$ cat src/rtl/sampler_trigger_if.sv
// Control/status bundle between the CSR bridge and the trigger sequencer.
//   master : CSR bridge side, drives arm/abort/sw_force and the cfg_* fields,
//            reads back state/busy/done_pulse/trig_count.
//   slave  : trigger sequencer side.
// The software trigger is called sw_force because "force" is reserved in SV.
interface sampler_trigger_if #(
  parameter int width       = 32,
  parameter int holdoffBits = 16,
  parameter int countBits   = 16
);
  logic                   arm;
  logic                   abort;
  logic                   sw_force;
  logic [width-1:0]       cfg_mask;
  logic [width-1:0]       cfg_value;
  logic                   cfg_edge;
  logic [holdoffBits-1:0] cfg_holdoff;
  logic [2:0]             state;
  logic                   busy;
  logic                   done_pulse;
  logic [countBits-1:0]   trig_count;

  modport master (
    output arm, abort, sw_force, cfg_mask, cfg_value, cfg_edge, cfg_holdoff,
    input  state, busy, done_pulse, trig_count
  );

  modport slave (
    input  arm, abort, sw_force, cfg_mask, cfg_value, cfg_edge, cfg_holdoff,
    output state, busy, done_pulse, trig_count
  );
endinterface

$ cat src/rtl/sampler_trigger.sv
// Trigger sequencer for the capture-memory sampler (sample-clock domain).
// Arms on command, latches match/mask/edge/holdoff config, waits for a
// trigger on the sampled word, counts the holdoff, then holds the sampler's
// write reset_n high until the sampler reports done.
// Ports:
//   clk, reset_n : sample clock, synchronous active-low reset
//   csr          : CSR-side commands, config and status (slave modport)
//   sample_in    : current sample word (same bus as the sampler's w_in)
//   s_done       : sampler done flag, only looked at in CAPTURE
//   s_reset_n    : registered sampler write reset_n, high only in CAPTURE
//
// state   | meaning
// --------+---------------------------------------------------
// IDLE    | waiting for arm
// ARMED   | config latched, looking for a trigger event
// DELAY   | counting holdoff cycles after the trigger
// CAPTURE | sampler released, waiting for s_done
// DONE    | capture complete, re-arm allowed
module sampler_trigger #(
  parameter int width       = 32,
  parameter int holdoffBits = 16,
  parameter int countBits   = 16
) (
  input  logic             clk,
  input  logic             reset_n,
  sampler_trigger_if.slave csr,
  input  logic [width-1:0] sample_in,
  input  logic             s_done,
  output logic             s_reset_n
);

  localparam logic [2:0] ST_IDLE    = 3'd0;
  localparam logic [2:0] ST_ARMED   = 3'd1;
  localparam logic [2:0] ST_DELAY   = 3'd2;
  localparam logic [2:0] ST_CAPTURE = 3'd3;
  localparam logic [2:0] ST_DONE    = 3'd4;

  logic [2:0]             state_q, state_d;
  logic                   s_reset_n_q, s_reset_n_d;
  logic                   done_pulse_q, done_pulse_d;
  logic [countBits-1:0]   trig_count_q, trig_count_d;
  logic [width-1:0]       mask_q, mask_d;
  logic [width-1:0]       value_q, value_d;
  logic                   edge_q, edge_d;
  logic [holdoffBits-1:0] holdoff_q, holdoff_d;
  logic [holdoffBits-1:0] delay_cnt_q, delay_cnt_d;
  logic                   prev_match_q, prev_match_d;
  logic                   match;
  logic                   trig;

  always_comb begin
    match = (((sample_in ^ value_q) & mask_q) == '0);
    trig  = csr.sw_force | (edge_q ? (match & ~prev_match_q) : match);

    state_d      = state_q;
    done_pulse_d = 1'b0;
    trig_count_d = trig_count_q;
    mask_d       = mask_q;
    value_d      = value_q;
    edge_d       = edge_q;
    holdoff_d    = holdoff_q;
    delay_cnt_d  = delay_cnt_q;
    prev_match_d = (state_q == ST_ARMED) ? match : prev_match_q;

    if (csr.abort) begin
      state_d = ST_IDLE;
    end else begin
      case (state_q)
        ST_IDLE, ST_DONE: begin
          if (csr.arm) begin
            state_d      = ST_ARMED;
            mask_d       = csr.cfg_mask;
            value_d      = csr.cfg_value;
            edge_d       = csr.cfg_edge;
            holdoff_d    = csr.cfg_holdoff;
            // cleared so a match on the first ARMED cycle counts as an edge
            prev_match_d = 1'b0;
          end
        end
        ST_ARMED: begin
          if (trig) begin
            trig_count_d = trig_count_q + countBits'(1);
            if (holdoff_q != '0) begin
              state_d     = ST_DELAY;
              delay_cnt_d = holdoff_q;
            end else begin
              state_d = ST_CAPTURE;
            end
          end
        end
        ST_DELAY: begin
          // loaded with holdoff on entry, so exit on 1 gives holdoff cycles
          delay_cnt_d = delay_cnt_q - holdoffBits'(1);
          if (delay_cnt_q <= holdoffBits'(1)) state_d = ST_CAPTURE;
        end
        ST_CAPTURE: begin
          if (s_done) begin
            state_d      = ST_DONE;
            done_pulse_d = 1'b1;
          end
        end
        default: state_d = ST_IDLE;
      endcase
    end

    s_reset_n_d = (state_d == ST_CAPTURE);
  end

  always_ff @(posedge clk) begin
    if (!reset_n) begin
      state_q      <= ST_IDLE;
      s_reset_n_q  <= 1'b0;
      done_pulse_q <= 1'b0;
      trig_count_q <= '0;
      mask_q       <= '0;
      value_q      <= '0;
      edge_q       <= 1'b0;
      holdoff_q    <= '0;
      delay_cnt_q  <= '0;
      prev_match_q <= 1'b0;
    end else begin
      state_q      <= state_d;
      s_reset_n_q  <= s_reset_n_d;
      done_pulse_q <= done_pulse_d;
      trig_count_q <= trig_count_d;
      mask_q       <= mask_d;
      value_q      <= value_d;
      edge_q       <= edge_d;
      holdoff_q    <= holdoff_d;
      delay_cnt_q  <= delay_cnt_d;
      prev_match_q <= prev_match_d;
    end
  end

  assign s_reset_n      = s_reset_n_q;
  assign csr.state      = state_q;
  assign csr.busy       = (state_q == ST_ARMED) || (state_q == ST_DELAY) ||
                          (state_q == ST_CAPTURE);
  assign csr.done_pulse = done_pulse_q;
  assign csr.trig_count = trig_count_q;

endmodule

$ cat src/flat_wrapper.sv
// flat-port wrapper written by rule: the top's interface ports become plain ports
module sampler_trigger_flat 
#(
  parameter int width       = 32,
  parameter int holdoffBits = 16,
  parameter int countBits   = 16
)
  (clk, reset_n, sample_in, s_done, s_reset_n, csr_arm, csr_abort, csr_sw_force, csr_cfg_mask, csr_cfg_value, csr_cfg_edge, csr_cfg_holdoff, csr_state, csr_busy, csr_done_pulse, csr_trig_count);
  sampler_trigger_if #(.width(width), .holdoffBits(holdoffBits), .countBits(countBits)) csr_i ();
  input  logic clk;
  input  logic reset_n;
  input  logic [width-1:0] sample_in;
  input  logic s_done;
  output logic s_reset_n;
  input wire logic [$bits(csr_i.arm)-1:0] csr_arm;
  input wire logic [$bits(csr_i.abort)-1:0] csr_abort;
  input wire logic [$bits(csr_i.sw_force)-1:0] csr_sw_force;
  input wire logic [$bits(csr_i.cfg_mask)-1:0] csr_cfg_mask;
  input wire logic [$bits(csr_i.cfg_value)-1:0] csr_cfg_value;
  input wire logic [$bits(csr_i.cfg_edge)-1:0] csr_cfg_edge;
  input wire logic [$bits(csr_i.cfg_holdoff)-1:0] csr_cfg_holdoff;
  output wire logic [$bits(csr_i.state)-1:0] csr_state;
  output wire logic [$bits(csr_i.busy)-1:0] csr_busy;
  output wire logic [$bits(csr_i.done_pulse)-1:0] csr_done_pulse;
  output wire logic [$bits(csr_i.trig_count)-1:0] csr_trig_count;
  assign csr_i.arm = csr_arm;
  assign csr_i.abort = csr_abort;
  assign csr_i.sw_force = csr_sw_force;
  assign csr_i.cfg_mask = csr_cfg_mask;
  assign csr_i.cfg_value = csr_cfg_value;
  assign csr_i.cfg_edge = csr_cfg_edge;
  assign csr_i.cfg_holdoff = csr_cfg_holdoff;
  assign csr_state = csr_i.state;
  assign csr_busy = csr_i.busy;
  assign csr_done_pulse = csr_i.done_pulse;
  assign csr_trig_count = csr_i.trig_count;
  sampler_trigger #(.width(width), .holdoffBits(holdoffBits), .countBits(countBits)) u_core (.clk(clk), .reset_n(reset_n), .csr(csr_i), .sample_in(sample_in), .s_done(s_done), .s_reset_n(s_reset_n));
endmodule
$ cat config.mk
export PLATFORM = sky130hd
export DESIGN_NAME = sampler_trigger_flat
export DESIGN_NICKNAME = d
export VERILOG_FILES = /design/src/rtl/sampler_trigger_if.sv /design/src/rtl/sampler_trigger.sv /design/src/flat_wrapper.sv
export SDC_FILE = /design/constraint.sdc
export NUM_CORES = 1
export LEC_CHECK = 0
export BUFFER_PORTS_ARGS = -buffer_cell sky130_fd_sc_hd__buf_2
export CAP_MARGIN = 20
export CELL_PAD_IN_SITES_DETAIL_PLACEMENT = 1
export CELL_PAD_IN_SITES_GLOBAL_PLACEMENT = 2
export CORE_UTILIZATION = 32
export DETAILED_ROUTE_END_ITERATION = 12
export HOLD_SLACK_MARGIN = 0.15
export PLACE_DENSITY = 0.91
export SYNTH_ARGS = -nofsm -noshare
export SYNTH_HDL_FRONTEND = slang
export SYNTH_SLANG_ARGS = --single-unit
$ cat constraint.sdc
create_clock -name clk -period 4.4 [get_ports clk]
set_input_delay 0.22 -clock clk [delete_from_list [all_inputs] [get_ports clk]]
set_output_delay 0.22 -clock clk [all_outputs]
set_load 0.02 [all_outputs]
==> out/qor.yml <==
outcome: "finished clean"
finalMaxSlewViolations: 0
critPathKind: "reg2reg"
seq_area_mm2: 0.00238
tns_ns: 0
fmax_ghz: 0.341
port_buffers: 140
nets: 1011
synth_fa_ha_area_share_pct: 0.691
synth_top_family_by_area: "simple AND/OR/NAND/NOR gates"
cts_hold_buf: 84
cts_setup_buffers: 0
final_cell_count_no_fill: 1123
multi_input_area_mm2: 0.00283
timing.final.crit_share_pct: 66.7
clockBufferDepth: 2
leakagePower_nw: 3.13
place_hpwl_um: 11100
crit_arrival_ns: 3.20
async_flop_share_pct: 0
post-synth-top-count-cell: "nand2_1"
synth_edf_count: 0
clk_latency_ns: 0.42
placed_cell_area_mm2: 0.00627
ios: 141
cts.sinks: 119
finalCriticalPeriod_ns: 2.93
ys_types: 45
syn-cell-area_mm2: 0.00543
hp-class: "in2reg"
design_area_mm2: 0.00773
powerDensity_mw_per_mm2: 387
ant_nets: 0
grt_pass1_wl_um: 30800
yosys-top-cells-area: "dfxtp_1 44%, nand2_1 13%, a21oi_1 9.6%, xor2_1 5.3%, clkbuf_1 3.0%"
dpl.cell_count: 1005
synth.top_cells.by_count: "183 x nand2_1, 119 x dfxtp_1, 104 x a21oi_1, 43 x clkbuf_1, 35 x nor2_1"
critPathMaxFanout: 17
yosys.area.top_type: "dfxtp_1"
htree_levels: 4
path_clk_slew_ns: 0.06
antenna_found_initial: 1
final_layout_size_suffix_gt1_share_pct: 21.0
place_congestion: 0.775
critPathRequiredTime_ns: 4.67
synth.top_cell.area_share_pct: 43.9
core_mm2: 0.0166
grt_pass1_vias: 6055
vias_per_cell: 5.16
yosys_warnings: 0
ir_worst_vdd_mv: 0.285
numCtsBuffers: 17
synth_top_flop_cell: "dfxtp_1"
drc: 0
synth-simple-area-share_pct: 24.1
rows: 47
worstMarginPinSlew_ns: 0.881
rsz0062_at_grt: "false"
cts_resized: 0
synthMuxAreaShare_pct: 1.11
cts_tree: "done"
maxCapViolCount: 0
synth.net_count: 809
drtPass1Iterations: 4
crit_path_end_kind: "flip-flop"
wl_per_cell_um: 17.0
cts-root-buf: "clkbuf_16"
maxSlewHeadroom_pct: 41.3
die_x_um: 132
synth_compound_area_share_pct: 20.8
synth_xor_area_share_pct: 5.32
dieArea_mm2: 0.0175
p_total_mw: 2.99
crit_path_start_kind: "flip-flop"
grt_usage_pct: 22.3
grt_max_degree: 79
avgSynthCellArea_um2: 7.90
grt_overflow: 0
synth_seq_area_share_pct: 43.9
synth_seq_cells: 119
setup_viol: 0
start_util_pct: 32.7
drt_wl_total_um: 19000
hold_viol: 0
skew_ns: 0.00868
vias: 5797
drt-initial-drc-count: 346
syn_inst: 687
die-height_um: 132
area_growth_pct: 42.4
fill_cells: 2046
[through the flow]
step	setup WS (ns)	hold WS (ns)	util [%]
detailed placement	1.62	0.448	37.8
CTS	1.55	0.266	46.5
global placement	1.67	0.443	37.8
floorplan	2.30	0.356	-
finish	1.47	0.288	46.6
global route	1.32	0.291	46.6
[power by group]
| group | switching (mW) | internal [mW] |
|---|---|---|
| Sequential | 0.0333 | 1.12 |
| Combinational | 0.201 | 0.171 |
| Clock | 0.526 | 0.938 |
| Total | 0.760 | 2.23 |
[flip-flops by register name, summed over array words and instances (netlist names)]
name / cells
u_core.csr.state: 3
u_core.holdoff_q: 16
u_core.edge_q: 1
u_core.value_q: 32
u_core.csr.done_pulse: 1
u_core.prev_match_q: 1
u_core.mask_q: 32
u_core.delay_cnt_q: 16
u_core.csr.trig_count: 16
u_core.s_reset_n: 1
[worst paths after layout]
check                           slack [ns]               endpoint           startpoint  depth (start not counted)
worst max-delay path                  1.47  u_core.delay_cnt_q[7]  u_core.holdoff_q[2]                          6
worst min register to register        0.45      u_core.mask_q[30]    u_core.mask_q[30]                          2
worst min-delay path                  0.29    u_core.csr.state[1]         csr_sw_force                          4
worst max register to register        1.47  u_core.delay_cnt_q[7]  u_core.holdoff_q[2]                          6
[critical path, cell delays in order (launching register included)]
cell and delay (ns):
dfxtp_1 0.35, nor4_1 0.39, nand4_1 0.23, and3_1 0.26, a21oi_2 0.66, a21o_1 0.66
o32ai_1 0.22
[routing by layer]
| layer | track usage (%) | part of all wire, % |
|---|---|---|
| met1 | 25.6 | 42 |
| met2 | 38.3 | 49 |
| met3 | 6.65 | 5.4 |
| met4 | 10.0 | 3.3 |
| met5 | 0 | 0 |
[placed cells by master, fill, tap and decap left out, drive strengths merged, types with 2 or more instances in the layout]
cell         Yosys  routed
o311ai           3       3
nand2          183     183
and3             3       3
clkinv           0       8
o21ai            4       4
or4              9       9
bufinv           0       4
inv              8       7
a31oi            8       8
nor4            10      10
buf              3     145
a22oi           16      16
o41ai            3       3
nor3b            3       3
clkbuf          43      17
dlygate4sd3      0      84
a21o             4       4
nor2            35      35
a21oi          105     105
ha               3       3
nand2b           9       9
o221a            6       6
o32ai            8       8
o31ai            7       7
nand3            5       5
nor3            11      11
a211oi          12      12
nand3b           2       2
clkinvlp         0       4
or3              3       3
xor2            33      33
dfxtp          119     119
nand4           14      14
mux2i            6       6
[layout make-up]
type / count / area share [%]
Timing Repair Buffer: 229 / 20.7
Clock inverter: 15 / 2.39
Tap cell: 220 / 3.56
Inverter: 8 / 0.404
Multi-Input combinational cell: 514 / 36.6
Clock buffer: 17 / 5.50
Antenna cell: 1 / 0.0324
Sequential cell: 119 / 30.8
[cell families (layout without fill, tap and decap cells)]
group,count (synthesis),in the layout
xor gates and xnor gates,33,33
muxes,6,6
and+or+nand+nor,292,292
AOI/OAI and AO/OA,180,180
other,0,1
adders and majority gates,3,3
buffers and inverters,54,269
DFF,119,119
Note: power is estimated with default switching activity, not from simulation.
